**config.mk**
```make
export PLATFORM = sky130hd
export DESIGN_NAME = divider_control
export DESIGN_NICKNAME = d
export VERILOG_FILES = /design/src/rtl/div_pkg.sv /design/src/rtl/divider_control.sv
export SDC_FILE = /design/constraint.sdc
export NUM_CORES = 1
export LEC_CHECK = 0
export CAP_MARGIN = 20
export CELL_PAD_IN_SITES_DETAIL_PLACEMENT = 1
export CELL_PAD_IN_SITES_GLOBAL_PLACEMENT = 1
export CORE_AREA = 5 5 68 70
export CTS_CLUSTER_DIAMETER = 80
export DETAILED_ROUTE_END_ITERATION = 8
export DIE_AREA = 0 0 73 75
export PLACE_DENSITY = 0.8
export SYNTH_ARGS = -nofsm -noshare
export SYNTH_HDL_FRONTEND = slang
export SYNTH_SLANG_ARGS = --single-unit
```
**constraint.sdc**
```tcl
create_clock -name clk -period 1.44 [get_ports clk]
set_clock_uncertainty 0.1 [all_clocks]
set_input_delay 0.288 -clock clk [delete_from_list [all_inputs] [get_ports clk]]
set_output_delay 0.288 -clock clk [all_outputs]
set_load 0.01 [all_outputs]
```
**src/rtl/div_pkg.sv**
```systemverilog
// Shared definitions for the restoring shift-subtract divider sequencer.
//   DEFAULT_WIDTH : default operand width (and iteration count)
//   state_t       : sequencer state encoding
package div_pkg;

    localparam int unsigned DEFAULT_WIDTH = 32;

    // The values are fixed so that every code above StDone is an unused encoding.
    typedef enum logic [3:0] {
        StIdle   = 4'd0,
        StClr    = 4'd1,
        StLoad   = 4'd2,
        StShift0 = 4'd3,
        StSub    = 4'd4,
        StSettle = 4'd5,
        StDecide = 4'd6,
        StCheck  = 4'd7,
        StDone   = 4'd8
    } state_t;

    // True for the states in which a divide is in progress.
    function automatic logic is_busy_state(input state_t s);
        return (s == StClr) || (s == StLoad) || (s == StShift0) || (s == StSub) ||
               (s == StSettle) || (s == StDecide) || (s == StCheck);
    endfunction

endpackage

```
**src/rtl/divider_control.sv**
```systemverilog
// Sequencer for a restoring shift-subtract divider. It drives the controls of the
// remainder/quotient register and the add/sub select of the shared ALU. It runs WIDTH
// iterations of four cycles each and gives the CPU a start/busy/done handshake.
//   clk        : clock, rising edge
//   rst        : asynchronous active-high reset
//   start      : divide request, sampled in idle/done only
//   divisor    : divisor, zero-checked when start is sampled
//   rem_msb    : sign bit of the remainder register (valid after the subtract)
//   rem_rst    : one-cycle clear pulse to the remainder register
//   wrctrl     : load {0, dividend} into the remainder register
//   alu_sub    : ALU select, 1 = remainder - divisor, 0 = remainder + divisor
//   ozctrl     : quotient bit; 1 = difference kept, 0 = restore
//   ready_wait : final iteration, the register shifts the remainder back right
//   ready      : result valid (same as done)
//   busy       : divide in progress
//   done       : divide finished; held until the next accepted start
//   dz_err     : divisor was zero; valid with done
//   iter       : current iteration index
module divider_control
    import div_pkg::*;
#(
    parameter int unsigned WIDTH = DEFAULT_WIDTH,
    parameter int unsigned CNT_W = $clog2(WIDTH) + 1
) (
    input  logic             clk,
    input  logic             rst,
    input  logic             start,
    input  logic [WIDTH-1:0] divisor,
    input  logic             rem_msb,
    output logic             rem_rst,
    output logic             wrctrl,
    output logic             alu_sub,
    output logic             ozctrl,
    output logic             ready_wait,
    output logic             ready,
    output logic             busy,
    output logic             done,
    output logic             dz_err,
    output logic [CNT_W-1:0] iter
);

    state_t state_q;
    state_t state_d;

    logic last_iter;
    logic accept;
    logic div_zero;

    assign last_iter = (iter == CNT_W'(WIDTH - 1));
    assign accept    = start && ((state_q == StIdle) || (state_q == StDone));
    assign div_zero  = (divisor == '0);

    always_comb begin
        state_d = state_q;
        case (state_q)
            StIdle, StDone: begin
                if (start) begin
                    state_d = div_zero ? StDone : StClr;
                end
            end
            StClr:    state_d = StLoad;
            StLoad:   state_d = StShift0;
            StShift0: state_d = StSub;
            StSub:    state_d = StSettle;
            StSettle: state_d = StDecide;
            StDecide: state_d = StCheck;
            StCheck:  state_d = last_iter ? StDone : StSub;
            default:  state_d = StIdle;
        endcase
    end

    // Outputs are registered from the next state, so each one is a clean Moore
    // output of the state register. The sign of the difference is captured straight
    // into ozctrl/alu_sub on the SETTLE -> DECIDE edge; that register is the "neg" latch.
    always_ff @(posedge clk or posedge rst) begin
        if (rst) begin
            state_q    <= StIdle;
            rem_rst    <= 1'b0;
            wrctrl     <= 1'b0;
            alu_sub    <= 1'b0;
            ozctrl     <= 1'b0;
            ready_wait <= 1'b0;
            ready      <= 1'b0;
            busy       <= 1'b0;
            done       <= 1'b0;
            dz_err     <= 1'b0;
            iter       <= '0;
        end else begin
            state_q    <= state_d;
            rem_rst    <= (state_d == StClr);
            wrctrl     <= (state_d == StLoad);
            // In DECIDE a negative difference selects add, restoring the remainder.
            alu_sub    <= (state_d == StSub) || (state_d == StSettle) ||
                          ((state_d == StDecide) && !rem_msb);
            ozctrl     <= (state_d == StDecide) && !rem_msb;
            // iter does not change between DECIDE and CHECK, so it is valid here.
            ready_wait <= (state_d == StCheck) && last_iter;
            ready      <= (state_d == StDone);
            done       <= (state_d == StDone);
            busy       <= is_busy_state(state_d);

            if (accept) begin
                dz_err <= div_zero;
            end

            if (state_q == StShift0) begin
                iter <= '0;
            end else if ((state_q == StCheck) && !last_iter) begin
                iter <= iter + CNT_W'(1);
            end
        end
    end

endmodule

```
==> impl_metrics.tcl <==
set metrics [dict create \
    outcome "complete, but fails checks" \
    violations "setup timing" \
    clkSinkCount 18 \
    crit_fanout 3 \
    antenna_found_initial 0 \
    io_buffer_count 50 \
    final-setup-viol-count 3 \
    final_common_cell "dlygate4sd2_1" \
    dieArea_um2 5480 \
    fin_cells 220 \
    ir_drop_uv 717 \
    grtUsageTotal_pct 14.1 \
    drc 0 \
    timing.fmax_mhz 690 \
    yosysTopAreaCell "dfrtp_1" \
    finalHoldViolCount 0 \
    drive_above_1_share_pct 33.5 \
    placedCellCount 205 \
    die_h_um 75 \
    wl_um 3620 \
    path_class "in2reg" \
    end_kind "flop" \
    syn-cell-area_um2 956 \
    areaGrowthSynthToFinish_pct 89.8 \
    cts-hold-fix-buffers 0 \
    n_antenna_cell 0 \
    grt-ovfl-total 0 \
    period_share_pct 101 \
    ys_types 35 \
    place_congestion 0.845 \
    ios 51 \
    path_cells "clkdlybuf4s50_1, nor4_1, nand4_1, or3_4, o311ai_2" \
    layout_common_cells "40 x dlygate4sd2_1, 21 x buf_4, 16 x dfrtp_1" \
    place_hpwl_um 2650 \
    synth_top_area_share_pct 47.1 \
    drv_cap 0 \
    clk_latency_ns 0.26 \
    ant_nets 0 \
    powerDensity_nw_per_um2 1400 \
    grt_max_degree 19 \
    syn_avg_cell_area_um2 9.96 \
    critPathRequiredTime_ns 1.51 \
    ys_ff_latch 18 \
    avgViaCountPerCell 4.91 \
    cp-start-kind "input port" \
    max_slew_margin_pct 76.2 \
    drv_slew 0 \
    h-tree-depth 1 \
    wl_per_cell_um 16.4 \
    hold_path.class "in2async" \
    path_clk_slew_ns 0.07 \
    final_net_count 208 \
    grt_pass1_wl_um 5870 \
    drt_first_pass_iters 2 \
    placed_cell_area_um2 1600 \
    rows 23 \
    rsz0062_at_grt "true" \
    syn_inst 96 \
    worstMarginPinSlew_ns 0.353 \
    p_leak_nw 0.893 \
    num_vias 1081 \
    postLayoutCellArea_um2 1810 \
    setup_ws_ns -0.00914 \
    fin_crit_ns 1.45 \
    cts_buffer_depth 2 \
    cp_slowest_cell "clkdlybuf4s50_1" \
    clockRootBuffer "clkbuf_8" \
    rr_startpoint "iter[0]$_DFFE_PP0P_" \
    syn-num-nets 133 \
    crit_arrival_ns 1.51 \
    cts_tree "done" \
    start_util_pct 24.4 \
    fin_util_pct 46.4 \
    core-area_um2 3910 \
    die_x_um 73 \
    ys_seq_area_share_pct 47.1 \
    power.total_w 0.00254 \
    crit_start "divisor[10]" \
    cts_buffers 3 \
    grt_pass1_vias 1240 \
    critPathMaxStageDelay_ns 0.41 \
    ys_warn_count 0 \
    ys_top_cells_by_area "dfrtp_1 47%, nor4_2 5.2%, nand2_1 3.1%" \
    detail_route.iter0.violations 31 \
]
-- routing by layer --
metal | part of all wire, % | up-vias | GRT usage, %
met4 | 0.80 | 0 | 4.10
met2 | 56 | 34 | 27.4
met5 | 0 | - | 0
met3 | 5.4 | 3 | 4.01
li1 | - | 510 | -
met1 | 38 | 534 | 14.7
-- power by group --
part           switching [W]  total, W  internal [W]
combinational       0.000611   0.00132      0.000710
sequential          0.000139  0.000791      0.000652
clock               0.000186  0.000430      0.000244
-- timing repair --
action,4_1_cts,5_1_grt
pin swaps,17,13
hold endpoints to repair,0,0
gates resized for setup,58,15
setup endpoints to repair,25,13
buffers inserted,7,4
-- final cells by class --
class,instances,area (µm²)
clock buffers,4,55.1
fillers,457,2100
inverters,5,18.8
multi-input cells,69,571
flip-flops and latches,18,453
well taps,50,62.6
repair buffers,74,654
-- through the flow --
stage,worst slack [ns],hold slack [ns],TNS (ns)
final,-0.00914,0.235,-0.0214
after global routing,-0.0435,0.269,-0.212
after CTS,-0.0678,0.242,-0.0678
after detailed placement,-0.425,0.367,-2.44
after global placement,-0.368,0.382,-1.91
after floorplan,-0.00329,0.127,-0.00329
-- cells in the mapped netlist (all sizes together) --
| library cell | number |
|---|---|
| dfrtp | 18 |
| nand2 | 9 |
| nor4 | 8 |
| nor2 | 6 |
| a21oi | 5 |
| inv | 5 |
| o21ai | 5 |
| buf | 4 |
| nand2b | 4 |
| nor3 | 4 |
| a31oi | 3 |
| nand3 | 3 |
| o311ai | 3 |
| and2 | 2 |
| nand3b | 2 |
| nand4 | 2 |
| o22ai | 2 |
| a2111oi | 1 |
| a211oi | 1 |
| a22oi | 1 |
| a31o | 1 |
| and3b | 1 |
| ha | 1 |
| mux2i | 1 |
| o21a | 1 |
| o21bai | 1 |
| o31ai | 1 |
| or3 | 1 |
-- registers in the layout, indices dropped and copies added, names as in the netlist --
name / cells
rem_rst: 1
dz_err: 1
ozctrl: 1
busy: 1
wrctrl: 1
state_q: 4
done: 1
alu_sub: 1
ready_wait: 1
iter: 6
-- path summary, 6_finish.rpt --
path	endpoint	slack [ns]	depth (start not counted)
setup / recovery	state_q[3]$_DFF_PP0_	-0.009	5
hold / removal	wrctrl$_DFF_PP0_	0.23	3
setup reg to reg	alu_sub$_DFF_PP0_	-0.009	6
hold reg to reg	dz_err$_DFFE_PP0P_	0.38	2
max in group asynchronous	state_q[1]$_DFF_PP0_	0.78	3
min in group clk	rem_rst$_DFF_PP0_	0.36	5
-- logic make-up after synthesis --
kind of cell               Yosys count  share of synthesized area [%]
DFF                                 18                           47.1
and+or+nand+nor                     42                           27.9
muxes                                1                           1.05
adders and majority gates            1                           1.31
AOI/OAI and AO/OA                   25                           17.7
buffers and inverters                9                           4.97
-- worst max-delay path, delay by kind of cell --
kind,cells,cell delay (ns)
buffers and inverters,1,0.41
and+or+nand+nor,3,0.74
AOI/OAI and AO/OA,1,0.08
Note: power is estimated with default switching activity, not from simulation.
